`src/rtl/spis_reg_bridge_if.sv`:
```
// Register bus between the SPI bridge (master) and the register crossbar (slave).
// Carries req/ack handshake, write flag, address, byte enables, write and read data.
interface spis_reg_bridge_if;
   logic        reg_req;
   logic        reg_wr;
   logic [31:0] reg_addr;
   logic [3:0]  reg_be;
   logic [31:0] reg_wdata;
   logic [31:0] reg_rdata;
   logic        reg_ack;

   modport master (
      output reg_req, reg_wr, reg_addr, reg_be, reg_wdata,
      input  reg_rdata, reg_ack
   );

   modport slave (
      input  reg_req, reg_wr, reg_addr, reg_be, reg_wdata,
      output reg_rdata, reg_ack
   );
endinterface

```
`src/rtl/spis_reg_bridge.sv`:
```
// SPI slave frame decoder that issues one register read/write per frame.
// Ports: mclk/rst; SPI pins spi_clk, spi_sel_n, spi_din, spi_dout, spi_dout_oen;
//        bus = register master side; rd_late_err = sticky late read data flag.
module spis_reg_bridge #(
   parameter int SYNC_STAGES    = 2,
   parameter bit RD_TIMEOUT_ERR = 1'b1
) (
   input  logic              mclk,
   input  logic              rst,
   input  logic              spi_clk,
   input  logic              spi_sel_n,
   input  logic              spi_din,
   output logic              spi_dout,
   output logic              spi_dout_oen,
   output logic              rd_late_err,
   spis_reg_bridge_if.master bus
);
   localparam int NS = (SYNC_STAGES < 2) ? 2 : SYNC_STAGES;

   typedef enum logic [2:0] {
      IDLE, CMD, ADDR, WDATA, DUMMY, RDATA, IGNORE
   } state_t;

   state_t state, state_nx;

   logic [NS-1:0] clk_sync, sel_sync, din_sync;
   logic          clk_hist, sel_hist;
   logic          clk_s, sel_s, din_s;
   logic          rise, fall, frame_start, desel;

   logic [6:0]  cnt, cnt_nx;
   logic [31:0] shift, sh_nx;
   logic        is_rd, cmd_ok;
   logic [3:0]  be_q;
   logic [31:0] addr_q, wdata_q;
   logic        wr_q, pend, cur;
   logic [5:0]  rd_cnt;
   logic [31:0] tx_shift, tx_base;
   logic        new_req, ack_ok, rd_ack;
   logic        iss_wr;
   logic [31:0] iss_addr, iss_wdata;
   logic [3:0]  iss_be;

   always_ff @(posedge mclk) begin
      if (rst) begin
         clk_sync <= '1;
         sel_sync <= '1;
         din_sync <= '0;
         clk_hist <= 1'b1;
         sel_hist <= 1'b1;
      end else begin
         clk_sync <= {clk_sync[NS-2:0], spi_clk};
         sel_sync <= {sel_sync[NS-2:0], spi_sel_n};
         din_sync <= {din_sync[NS-2:0], spi_din};
         clk_hist <= clk_s;
         sel_hist <= sel_s;
      end
   end

   assign clk_s = clk_sync[NS-1];
   assign sel_s = sel_sync[NS-1];
   assign din_s = din_sync[NS-1];

   // clock edges only count while selected; a deselect swallows a same-cycle rise
   assign rise        = clk_s & ~clk_hist & ~sel_s;
   assign fall        = ~clk_s & clk_hist & ~sel_s;
   assign frame_start = ~sel_s & sel_hist;
   assign desel       = sel_s & ~sel_hist;

   assign cnt_nx = cnt + 7'd1;
   assign sh_nx  = {shift[30:0], din_s};
   assign cmd_ok = (sh_nx[7:0] == 8'h10) | (sh_nx[7:4] == 4'h2);
   assign ack_ok = bus.reg_req & bus.reg_ack;
   // read data only belongs to us if the request came from the live frame
   assign rd_ack = ack_ok & ~bus.reg_wr & cur;

   always_ff @(posedge mclk) begin
      if (rst) state <= IDLE;
      else     state <= state_nx;
   end

   always_comb begin
      state_nx     = state;
      new_req      = 1'b0;
      spi_dout_oen = 1'b1;
      unique case (state)
         IDLE: ;
         CMD: begin
            if (rise && cnt_nx == 7'd8)
               state_nx = cmd_ok ? ADDR : IGNORE;
         end
         ADDR: begin
            if (rise && cnt_nx == 7'd40) begin
               state_nx = is_rd ? DUMMY : WDATA;
               new_req  = is_rd;
            end
         end
         WDATA: begin
            if (rise && cnt_nx == 7'd72) begin
               state_nx = DUMMY;
               new_req  = 1'b1;
            end
         end
         DUMMY: begin
            if (rise && cnt_nx == (is_rd ? 7'd48 : 7'd80))
               state_nx = is_rd ? RDATA : IGNORE;
         end
         RDATA: begin
            spi_dout_oen = 1'b0;
            if (rise && cnt_nx == 7'd80)
               state_nx = IGNORE;
         end
         IGNORE: ;
         default: state_nx = IDLE;
      endcase
      if (desel)       state_nx = IDLE;
      if (frame_start) state_nx = CMD;
   end

   // a fresh request bypasses the holding registers; otherwise replay the pending one
   always_comb begin
      iss_wr    = wr_q;
      iss_addr  = addr_q;
      iss_be    = be_q;
      iss_wdata = wdata_q;
      if (new_req) begin
         iss_wr = ~is_rd;
         if (is_rd) iss_addr  = sh_nx;
         else       iss_wdata = sh_nx;
      end
   end

   // late read data is realigned to the bit the master is currently on
   always_comb begin
      tx_base = tx_shift;
      if (rd_ack)
         tx_base = (rd_cnt == 6'd0) ? bus.reg_rdata
                                    : bus.reg_rdata << (rd_cnt - 6'd1);
   end

   always_ff @(posedge mclk) begin
      if (rst) begin
         cnt           <= '0;
         shift         <= '0;
         is_rd         <= 1'b0;
         be_q          <= '0;
         addr_q        <= '0;
         wdata_q       <= '0;
         wr_q          <= 1'b0;
         pend          <= 1'b0;
         cur           <= 1'b0;
         rd_cnt        <= '0;
         tx_shift      <= '0;
         spi_dout      <= 1'b0;
         rd_late_err   <= 1'b0;
         bus.reg_req   <= 1'b0;
         bus.reg_wr    <= 1'b0;
         bus.reg_addr  <= '0;
         bus.reg_be    <= '0;
         bus.reg_wdata <= '0;
      end else begin
         if (rise) begin
            cnt   <= cnt_nx;
            shift <= sh_nx;
         end
         if (state == CMD && rise && cnt_nx == 7'd8) begin
            is_rd <= (sh_nx[7:0] == 8'h10);
            be_q  <= (sh_nx[7:0] == 8'h10) ? 4'hF : sh_nx[3:0];
         end
         if (state == ADDR && rise && cnt_nx == 7'd40)
            addr_q <= sh_nx;
         if (new_req) begin
            addr_q  <= iss_addr;
            wdata_q <= iss_wdata;
            wr_q    <= iss_wr;
            pend    <= 1'b1;
         end
         // one request in flight: a new one waits for the old ack
         if (ack_ok) begin
            bus.reg_req <= 1'b0;
         end else if (!bus.reg_req && (pend || new_req)) begin
            bus.reg_req   <= 1'b1;
            bus.reg_wr    <= iss_wr;
            bus.reg_addr  <= iss_addr;
            bus.reg_be    <= iss_be;
            bus.reg_wdata <= iss_wdata;
            pend          <= 1'b0;
            cur           <= 1'b1;
         end
         tx_shift <= tx_base;
         if (state == RDATA && fall) begin
            rd_cnt <= rd_cnt + 6'd1;
            if (rd_cnt == 6'd0) begin
               spi_dout <= tx_base[31];
            end else begin
               tx_shift <= tx_base << 1;
               spi_dout <= tx_base[30];
            end
         end else if (rd_ack && rd_cnt != 6'd0) begin
            spi_dout <= tx_base[31];
         end
         if (RD_TIMEOUT_ERR && rd_ack && rd_cnt != 6'd0)
            rd_late_err <= 1'b1;
         if (desel) begin
            pend <= 1'b0;
            cur  <= 1'b0;
         end
         if (frame_start) begin
            cnt         <= '0;
            shift       <= '0;
            rd_late_err <= 1'b0;
            tx_shift    <= '0;
            rd_cnt      <= '0;
            cur         <= 1'b0;
         end
      end
   end
endmodule
```
`src/flat_wrapper.sv`:
```
// flat-port wrapper written by rule: the top's interface ports become plain ports
module spis_reg_bridge_flat 
#(
   parameter int SYNC_STAGES    = 2,
   parameter bit RD_TIMEOUT_ERR = 1'b1
)
  (mclk, rst, spi_clk, spi_sel_n, spi_din, spi_dout, spi_dout_oen, rd_late_err, bus_reg_req, bus_reg_wr, bus_reg_addr, bus_reg_be, bus_reg_wdata, bus_reg_rdata, bus_reg_ack);
  spis_reg_bridge_if bus_i ();
  input  logic mclk;
  input  logic rst;
  input  logic spi_clk;
  input  logic spi_sel_n;
  input  logic spi_din;
  output logic spi_dout;
  output logic spi_dout_oen;
  output logic rd_late_err;
  output wire logic [$bits(bus_i.reg_req)-1:0] bus_reg_req;
  output wire logic [$bits(bus_i.reg_wr)-1:0] bus_reg_wr;
  output wire logic [$bits(bus_i.reg_addr)-1:0] bus_reg_addr;
  output wire logic [$bits(bus_i.reg_be)-1:0] bus_reg_be;
  output wire logic [$bits(bus_i.reg_wdata)-1:0] bus_reg_wdata;
  input wire logic [$bits(bus_i.reg_rdata)-1:0] bus_reg_rdata;
  input wire logic [$bits(bus_i.reg_ack)-1:0] bus_reg_ack;
  assign bus_reg_req = bus_i.reg_req;
  assign bus_reg_wr = bus_i.reg_wr;
  assign bus_reg_addr = bus_i.reg_addr;
  assign bus_reg_be = bus_i.reg_be;
  assign bus_reg_wdata = bus_i.reg_wdata;
  assign bus_i.reg_rdata = bus_reg_rdata;
  assign bus_i.reg_ack = bus_reg_ack;
  spis_reg_bridge #(.SYNC_STAGES(SYNC_STAGES), .RD_TIMEOUT_ERR(RD_TIMEOUT_ERR)) u_core (.mclk(mclk), .rst(rst), .spi_clk(spi_clk), .spi_sel_n(spi_sel_n), .spi_din(spi_din), .spi_dout(spi_dout), .spi_dout_oen(spi_dout_oen), .rd_late_err(rd_late_err), .bus(bus_i));
endmodule
```
`config.mk`:
```
export PLATFORM = sky130hd
export DESIGN_NAME = spis_reg_bridge_flat
export DESIGN_NICKNAME = d
export VERILOG_FILES = /design/src/rtl/spis_reg_bridge_if.sv /design/src/rtl/spis_reg_bridge.sv /design/src/flat_wrapper.sv
export SDC_FILE = /design/constraint.sdc
export NUM_CORES = 1
export LEC_CHECK = 0
export BUFFER_PORTS_ARGS = -buffer_cell sky130_fd_sc_hd__buf_4
export CAP_MARGIN = 30
export CORE_MARGIN = 1.5
export CORE_UTILIZATION = 40
export DETAILED_ROUTE_END_ITERATION = 8
export GPL_TIMING_DRIVEN = 0
export PLACE_DENSITY = 0.61
export SYNTH_ARGS = -nofsm -noshare
export SYNTH_HDL_FRONTEND = slang
export SYNTH_SLANG_ARGS = --single-unit
```
`constraint.sdc`:
```
create_clock -name mclk -period 4.5 [get_ports mclk]
set_input_delay 0.9 -clock mclk [delete_from_list [all_inputs] [get_ports mclk]]
set_output_delay 0.9 -clock mclk [all_outputs]
set_load 0.005 [all_outputs]
```
==> impl_metrics.yaml, run 1 <==
status:
  outcome: "completed"
worst_setup_path:
  critPathCaptureType: "flop"
  crit_slowest_cell: "dfxtp_2"
  cp.arrival_ns: 4.71
  path_cells: "buf_4 > clkinv_1 > buf_2 > ha_1 > buf_2 > buf_4 > buf_2 > clkbuf_4 > mux4_2 > mux2i_1 > mux2i_1 > a221oi_1 > a21oi_1 > mux2_2"
  worstPathRequired_ns: 4.91
  critPathMaxFanout: 10
  start_kind: "flop"
  cp_common_cell: "buf_2"
  cpPeakStageDelay_ns: 0.42
  crit_type: "flop to flop"
  r2r_setup_slack_ns: 0.20
die:
  start_util_pct: 40.70
  die_w_um: 171.1
  ioPinCount: 111
  row_count: 61
  dieArea_um2: 29290
  core_um2: 27780
  fp.dieH_um: 171.1
placement:
  gp_congestion: 0.9470
  dp_hpwl_um: 26270
  placed_area_um2: 12620
  dp_slack_ns: -0.1293
  port_buffers: 109
layout:
  layout_commonest_cell: "dfxtp_1"
  post_route_cells_drive_above_1_share_pct: 18.22
  synthToLayoutAreaGrowth_pct: 19.17
  nFillCells: 2795
  finalInstanceArea_um2: 13480
  final_cell_mix: "dfxtp_1, nand2_1, nor2_1"
  antennaDiodeCount: 0
  nets: 1487
clocking:
  htreeDepth: 1
  cts_tree: "yes"
  cts_buffers: 25
  clk_pin_slew_worst_paths_ns: 0.06
  clkSinkCount: 231
  clk_latency_ns: 0.53
  cts_hold_buf: 0
  cts_root_buffer: "clkbuf_16"
  post_cts_buffers: 0
  cts.path.max_buffers: 3
  cts-resized-gates: 2
power_and_ir_drop:
  power_frac_seq_pct: 47.1
  p_int_uw: 3370
  vdd_ir_drop_max_uv: 284.3
  swShare_pct: 22.77
  fin_total_pwr_uw: 4364
  leakagePower_uw: 0.005010
  clkPwrFrac_pct: 47.6
  p_comb_share_pct: 5.3
  power_switching_uw: 993.5
  p_per_area_nw_per_um2: 323.8
drt:
  dr_total_vias: 10280
  drtIter0Drc: 817
  ant_nets: 0
  vias_per_cell: 5.594
  drcViolationCount: 0
  firstDrtPassIters: 8
  wl_per_cell_um: 18.95
  wirelength_um: 34820
logic_synthesis:
  yosysWarnings: 0
  seq_area_frac_synth_pct: 40.89
  async_flop_share_pct: 0
  synth_ff_type: "dfxtp_1"
  synth.avg_cell_area_um2: 8.679
  synth_cells: 1303
  synth_top_family_by_area: "simple AND/OR/NAND/NOR gates"
  synthAdderAreaFrac_pct: 0.7745
  syn_area_um2: 11310
  synth_top_area_share_pct: 40.89
  synth_compound_area_share_pct: 17.43
  synth-seq-cells: 231
  synthXorXnorAreaFrac_pct: 1.704
  synth_edf_count: 0
  syn_nets: 1348
  ys_types: 75
  muxShareOfSynthArea_pct: 16.12
  yosys.area_share.simple_pct: 18.16
  yosysTopAreaCell: "dfxtp_1"
  synth_top_cells_by_area: "dfxtp_1, mux2i_1, nand2_1, nor2_1, a211oi_1"
sta:
  slew_violations: 0
  worstMarginPinSlew_ns: 0.9741
  post-route-period-util_pct: 95.52
  hold_ws_ns: 0.4118
  fin_ws_ns: 0.2015
  rsz0062_at_grt: "no"
  hold_violations: 0
  max_freq_mhz: 232.6
  post-route-min-period_ns: 4.298
  setup_viol: 0
  finClkSkew_ns: 0.01980
  max_slew_margin_pct: 34.46
global_route:
  track_usage_pct: 24.04
  antenna_found_initial: 0
  grt_max_degree: 14
  overflow: 0
  grt_pass1_vias: 9698
  grt_pass1_wl_um: 54880
min_path:
  hp-class: "flop to flop"
job:
  maxCapViolCount: 0
==> metal layers <==
layer	global-route usage (%)	up-vias	part of all wire, %
met1	32.48	4970	45
met2	39.64	312	46
met3	2.868	77	5.1
met4	8.238	0	3.3
met5	0	-	0
li1	-	4923	-
==> critical path, delay by kind of cell (launching register included) <==
| kind | cells | cell delay (ns) |
|---|---|---|
| fa+ha+maj | 1 | 0.32 |
| compound gates | 2 | 0.55 |
| buf+inv | 7 | 1.86 |
| mux | 4 | 0.98 |
| flops | 1 | 0.42 |
==> registers in the layout (all words and copies together) (netlist names), 2 cells and up <==
name	count
u_core.bus.reg_be	4
u_core.bus.reg_wdata	32
u_core.addr_q	32
u_core.cnt	7
u_core.wdata_q	32
u_core.be_q	4
u_core.bus.reg_addr	32
u_core.clk_sync	2
u_core.tx_shift	32
u_core.din_sync	2
u_core.shift	31
u_core.rd_cnt	6
u_core.state	3
u_core.sel_sync	2
==> layout make-up <==
type / instances / area, µm² / share of cell area [%]
inverter: 15 / 56.30 / 0.4178
tap: 378 / 473.0 / 3.509
clock buffer: 36 / 757.0 / 5.617
sequential: 231 / 4626 / 34.32
timing repair buffer: 112 / 835.8 / 6.202
clock inverter: 9 / 96.34 / 0.7149
multi-input combinational: 953 / 6128 / 45.47
buffer: 104 / 504.2 / 3.742
==> power by group through the flow <==
stage                     sequential, µW  combinational [µW]  clock (µW)
after detailed placement            2100                 228           0
after CTS                           2060                 229        2120
after global placement              2100                 228           0
after floorplan                     2100                 132           0
final                               2060                 231        2080
after global routing                2060                 253        2190
==> stage by stage <==
stage / setup TNS, ns / cells / util (%)
3_3_place_gp: -0.7694 / 1790 / 45.35
5_1_grt: 0 / 1838 / 48.51
4_1_cts: 0 / 1838 / 48.50
2_1_floorplan: 0 / 1303 / -
6_report: 0 / 1838 / 48.51
3_5_place_dp: -0.5520 / 1793 / 45.42
==> synth_stat cells (10+ instances only) <==
cell and count:
clkbuf_1 57, a21oi_1 102, nor3_1 25, nand3_1 21, mux2i_1 106, o211ai_1 14
mux4_2 21, o21ai_0 31, buf_2 30, xor2_1 10, nor4_1 10, nor2_1 172
dfxtp_1 231, nand2_1 194, a211oi_1 73, mux2_2 21, inv_1 13
==> final timing paths <==
check	from	end	cells after the start
hold reg to reg	u_core.sel_sync[0]	u_core.sel_sync[1]	1
hold / removal	u_core.sel_sync[0]	u_core.sel_sync[1]	1
setup reg to reg	u_core.rd_cnt[0]	u_core.tx_shift[16]	14
setup / recovery	u_core.rd_cnt[0]	u_core.tx_shift[16]	14
==> cells by family (layout without fill, tap and decap cells) <==
group,count (synthesis),after routing
mux,150,150
simple gates,478,478
compound gates,299,299
xor+xnor,19,19
buf+inv,119,276
flops,231,231
fa+ha+maj,7,7
Power figures use the tool's default switching activity.
==> run 2, diff against run 1 <==
--- a/config.mk
+++ b/config.mk
@@ -12,6 +12,7 @@
 export DETAILED_ROUTE_END_ITERATION = 8
 export GPL_TIMING_DRIVEN = 0
 export PLACE_DENSITY = 0.61
+export RECOVER_POWER = 100
 export SYNTH_ARGS = -nofsm -noshare
 export SYNTH_HDL_FRONTEND = slang
 export SYNTH_SLANG_ARGS = --single-unit
==> run 2 against run 1 <==
Net effect: core utilization shrank 0.25 points; sequential share of layout area grew 0.18 points; power about the same.
==> impl_metrics.yaml, run 2 (synthesis results as in run 1) <==
layout:
  finalInstanceArea_um2: 13410
  post_route_cells_drive_above_1_share_pct: 16.58
  final_cell_mix: "dfxtp_1, nand2_1, nor2_1"
  synthToLayoutAreaGrowth_pct: 18.57
  postLayoutCoreUtil_pct: 48.26
  nFillCells: 2822
  layout_commonest_cell: "dfxtp_1"
  antennaDiodeCount: 0
  nets: 1487
sta:
  fin_ws_ns: 0.1784
  rsz0062_at_grt: "no"
  hold_violations: 0
  finClkSkew_ns: 0.01951
  slew_violations: 0
  max_slew_margin_pct: 34.34
  worstMarginPinSlew_ns: 0.9759
  fin_tns_setup_ns: 0
  setup_viol: 0
  post-route-period-util_pct: 96.04
  max_freq_mhz: 231.4
  post-route-min-period_ns: 4.322
global_route:
  grt_pass1_vias: 9698
  overflow: 0
  grt_max_degree: 14
  antenna_found_initial: 0
  grt_busiest_layer: "met2"
  grt.met2_usage_pct: 39.64
  track_usage_pct: 24.04
  grtUsageMet1_pct: 32.48
  grt_pass1_wl_um: 54880
  grt_util_met3_pct: 2.868
power_and_ir_drop:
  swShare_pct: 22.70
  clkPwrFrac_pct: 47.5
  vdd_ir_drop_max_uv: 284.6
  leakagePower_uw: 0.004878
  power_frac_seq_pct: 47.2
  power_switching_uw: 989.8
  p_per_area_nw_per_um2: 325.2
  p_int_uw: 3370
  p_comb_share_pct: 5.3
clocking:
  cts_tree: "yes"
  cts_buffers: 25
  cts_root_buffer: "clkbuf_16"
  clk_pin_slew_worst_paths_ns: 0.06
  clkSinkCount: 231
  clk_latency_ns: 0.53
  post_cts_buffers: 0
  cts.path.max_buffers: 3
  htreeDepth: 1
drt:
  wl_per_cell_um: 18.90
  drcViolationCount: 0
  ant_nets: 0
  wirelength_um: 34740
  firstDrtPassIters: 6
  dr_total_vias: 10270
  vias_per_cell: 5.586
  drtIter0Drc: 814
worst_setup_path:
  reg2reg_to: "u_core.tx_shift[16]"
  start_kind: "flop"
  ff2ff_path_depth: 12
  worstSetupEndpoint: "u_core.tx_shift[16]"
  critPathCaptureType: "flop"
  worstPathRequired_ns: 4.91
  reg2reg_from: "u_core.rd_cnt[0]"
  r2r_setup_slack_ns: 0.18
  cp.arrival_ns: 4.73
  critPathMaxFanout: 10
  crit_type: "flop to flop"
  startpoint: "u_core.rd_cnt[0]"
die:
  core_um2: 27780
  fp.dieH_um: 171.1
  ioPinCount: 111
  row_count: 61
  dieArea_um2: 29290
  die_w_um: 171.1
  start_util_pct: 40.70
placement:
  dp_hpwl_um: 26270
  dp_slack_ns: -0.1293
  port_buffers: 109
  gp_congestion: 0.9470
  placed_area_um2: 12620
status:
  outcome: "completed"
min_path:
  hold_path.startpoint: "u_core.clk_sync[0]"
  hp-class: "flop to flop"
job:
  maxCapViolCount: 0
## run 2: cell count changes in the layout (fill, tap and decap cells not counted), sizes merged
cell and change:
buf -88, clkbuf +88
## run 2: repair_timing
| action | 4_1_cts | 5_1_grt |
|---|---|---|
| gates cloned | 0 | 0 |
| setup endpoints to repair | 7 | 10 |
| hold buffers | 0 | 0 |
| gates resized for setup | 2 | 2 |
## run 2: cell type report
cell class,count,area [µm²],share of cell area [%]
flip-flops and latches,231,4626,34.50
repair buffers,112,794.5,5.926
multi-input cells,953,6128,45.71
well taps,378,473.0,3.527
clock buffers,36,757.0,5.646
inverters,15,56.30,0.4199
plain buffers,104,476.7,3.555
clock inverters,9,96.34,0.7185
## run 2: power groups by stage
stage          registers, µW  logic, µW  clock network (µW)
3_3_place_gp            2100        228                   0
4_1_cts                 2060        229                2120
2_1_floorplan           2100        132                   0
6_report                2060        231                2070
5_1_grt                 2060        253                2190
3_5_place_dp            2100        228                   0
## run 2: critical path: stages (launching register included)
cell      delay, ns
dfxtp_2        0.43
buf_4          0.25
clkinv_1       0.24
buf_2          0.31
ha_1           0.36
xor2_2         0.40
clkbuf_2       0.35
mux4_2         0.36
mux2i_1        0.50
a21oi_1        0.14
a221oi_1       0.43
nor3_1         0.13
mux2_2         0.29
## run 2: metal layers
metal  vias to the layer above  routed length, µm
li1                       4936                  -
met1                      4915              15630
met2                       338              16000
met3                        78               1947
met4                         0               1161
met5                         -                  0
## run 2: how the worst min path moves through the flow
stage | cells past startpoint | end
after floorplan | 1 | u_core.clk_sync[1]
after global placement | 1 | u_core.sel_sync[1]
after detailed placement | 1 | u_core.clk_sync[1]
after CTS | 1 | u_core.clk_sync[1]
after global routing | 1 | u_core.sel_sync[1]
final | 1 | u_core.clk_sync[1]
## run 2: per-stage QoR
stage | hold slack (ns) | power (µW) | cells
final | 0.4070 | 4360 | 1838
after global routing | 0.4221 | 4503 | 1838
after CTS | 0.4068 | 4402 | 1838
after detailed placement | 0.3923 | 2330 | 1793
after global placement | 0.3927 | 2330 | 1790
after floorplan | 0.3895 | 2232 | 1303
==> run 3, diff against run 2 <==
--- a/config.mk
+++ b/config.mk
@@ -8,11 +8,12 @@
 export BUFFER_PORTS_ARGS = -buffer_cell sky130_fd_sc_hd__buf_4
 export CAP_MARGIN = 30
 export CORE_MARGIN = 1.5
-export CORE_UTILIZATION = 40
+export CORE_UTILIZATION = 50
 export DETAILED_ROUTE_END_ITERATION = 8
 export GPL_TIMING_DRIVEN = 0
-export PLACE_DENSITY = 0.61
+export PLACE_DENSITY = 0.72
 export RECOVER_POWER = 100
+export SLEW_MARGIN = 20
 export SYNTH_ARGS = -nofsm -noshare
 export SYNTH_HDL_FRONTEND = slang
 export SYNTH_SLANG_ARGS = --single-unit
==> run 3 against run 2 <==
Net effect: clock power is essentially flat; critical path depth grew 2; combinational power is essentially flat; clock-buffer cell count is the same; sequential share of layout area grew 0.29 points; core utilization grew 12 points; via count grew 1.7%; largest power group is now registers.
==> impl_metrics.yaml, run 3 (synthesis results as in run 1) <==
clocking:
  cts_root_buffer: "clkbuf_16"
  htreeDepth: 1
  cts_buffers: 25
  cts.path.max_buffers: 3
  clk_pin_slew_worst_paths_ns: 0.06
  clk_latency_ns: 0.54
  cts_hold_buf: 0
  clkSinkCount: 231
  cts_tree: "yes"
placement:
  placed_area_um2: 12490
  port_buffers: 109
  gp_congestion: 0.9635
  place_inst: 1694
  dp_hpwl_um: 25440
die:
  fp.dieH_um: 153.4
  row_count: 54
  core_um2: 22030
  ioPinCount: 111
  start_util_pct: 51.34
  dieArea_um2: 23530
  die_w_um: 153.4
worst_setup_path:
  cp_common_cell: "buf_2"
  path_cells: "buf_4 > clkinv_1 > buf_2 > ha_1 > buf_2 > buf_4 > buf_2 > clkbuf_4 > mux4_2 > mux2i_2 > mux2i_1 > a221o_1 > a21oi_1 > o32ai_1"
  crit_slowest_cell: "dfxtp_2"
  critPathCaptureType: "flop"
  critPathMaxFanout: 10
  start_kind: "flop"
  cpPeakStageDelay_ns: 0.42
  cp.arrival_ns: 4.68
  crit_family: "buffers and inverters"
  worstPathRequired_ns: 4.90
  crit_type: "flop to flop"
  path_buf_inv: 7
power_and_ir_drop:
  p_per_area_nw_per_um2: 326.3
  p_comb_share_pct: 5.3
  vdd_ir_drop_max_uv: 280.4
  swShare_pct: 23.27
  leakagePower_uw: 0.004903
  p_int_uw: 3328
  clkPwrFrac_pct: 47.2
  power_switching_uw: 1010
  power_frac_seq_pct: 47.4
layout:
  final_cell_mix: "dfxtp_1, nand2_1, nor2_1"
  post_route_cells_drive_above_1_share_pct: 17.53
  finalInstanceArea_um2: 13300
  layout.cells.non_filler: 1740
  antennaDiodeCount: 0
  nets: 1486
  layout_commonest_cell: "dfxtp_1"
  synthToLayoutAreaGrowth_pct: 17.57
status:
  outcome: "completed"
sta:
  slew_violations: 0
  rsz0062_at_grt: "yes"
  setup_viol: 0
  hold_violations: 0
  finClkSkew_ns: 0.02244
  max_slew_margin_pct: 36.38
  max_freq_mhz: 233.3
  post-route-min-period_ns: 4.286
  worstMarginPinSlew_ns: 0.9303
  post-route-period-util_pct: 95.25
drt:
  drcViolationCount: 0
  drt-met1-wl_um: 15400
  vias_per_cell: 5.998
  dr.max_layer_used: "met4"
  dr_total_vias: 10440
  drtIter0Drc: 762
  wl_met3_um: 1839
  wl_met2_um: 15760
  ant_nets: 0
  firstDrtPassIters: 5
  wirelength_um: 34350
  wl_per_cell_um: 19.74
global_route:
  grt_max_degree: 14
  track_usage_pct: 28.70
  overflow: 0
  grt_pass1_wl_um: 54100
  antenna_found_initial: 0
  grt_pass1_vias: 9866
job:
  maxCapViolCount: 0
min_path:
  hp-class: "flop to flop"
run 3: cell type report:
| class | count | area (µm²) |
|---|---|---|
| Multi-Input combinational cell | 953 | 6136 |
| Buffer | 104 | 500.5 |
| Tap cell | 280 | 350.3 |
| Inverter | 15 | 56.30 |
| Clock inverter | 10 | 101.3 |
| Fill cell | 1973 | 8731 |
| Sequential cell | 231 | 4626 |
| Timing Repair Buffer | 111 | 798.3 |
| Clock buffer | 36 | 726.9 |
run 3: worst reg2reg max path, delay by kind of cell, from the launching register on:
kind            cells  cell delay, ns
buf+inv             7            1.82
fa+ha+maj           1            0.31
mux                 3            0.82
flops               1            0.42
compound gates      3            0.79
run 3: metrics by stage:
step                setup WS, ns  hold slack [ns]    TNS, ns  total power (µW)  utilization [%]
CTS                      0.08974           0.4076          0              4349            60.48
global placement         -0.1539           0.3925    -0.5063              2327            56.65
global route           -0.001902           0.4232  -0.001902              4454            60.36
detailed placement      -0.08900           0.3928    -0.1545              2328            56.71
finish                    0.2137           0.4072          0              4338            60.36
floorplan                 0.9662           0.3895          0              2232                -
run 3: power by group through the flow:
| stage | registers [µW] | logic (µW) | clock network [µW] |
|---|---|---|---|
| floorplan | 2100 | 132 | 0 |
| global route | 2060 | 246 | 2150 |
| detailed placement | 2100 | 226 | 0 |
| finish | 2060 | 231 | 2050 |
| global placement | 2100 | 225 | 0 |
| CTS | 2060 | 227 | 2070 |
run 3: per-layer routing:
layer,vias up,GRT usage (%)
li1,4920,-
met1,5054,38.27
met2,372,47.10
met4,0,11.51
met5,-,0
met3,91,3.884
run 3: what timing repair did:
item / 4_1_cts / 5_1_grt
gates resized for setup: 1 / 3
setup buffers: 0 / 0
setup endpoints to repair: 3 / 7
endpoints found under the hold margin: 0 / 0
run 3: final timing paths:
check | depth (start not counted) | slack [ns] | end | start
hold reg to reg | 1 | 0.41 | u_core.clk_sync[1] | u_core.clk_sync[0]
setup / recovery | 14 | 0.21 | u_core.tx_shift[29] | u_core.rd_cnt[0]
setup reg to reg | 14 | 0.21 | u_core.tx_shift[29] | u_core.rd_cnt[0]
hold / removal | 1 | 0.41 | u_core.clk_sync[1] | u_core.clk_sync[0]
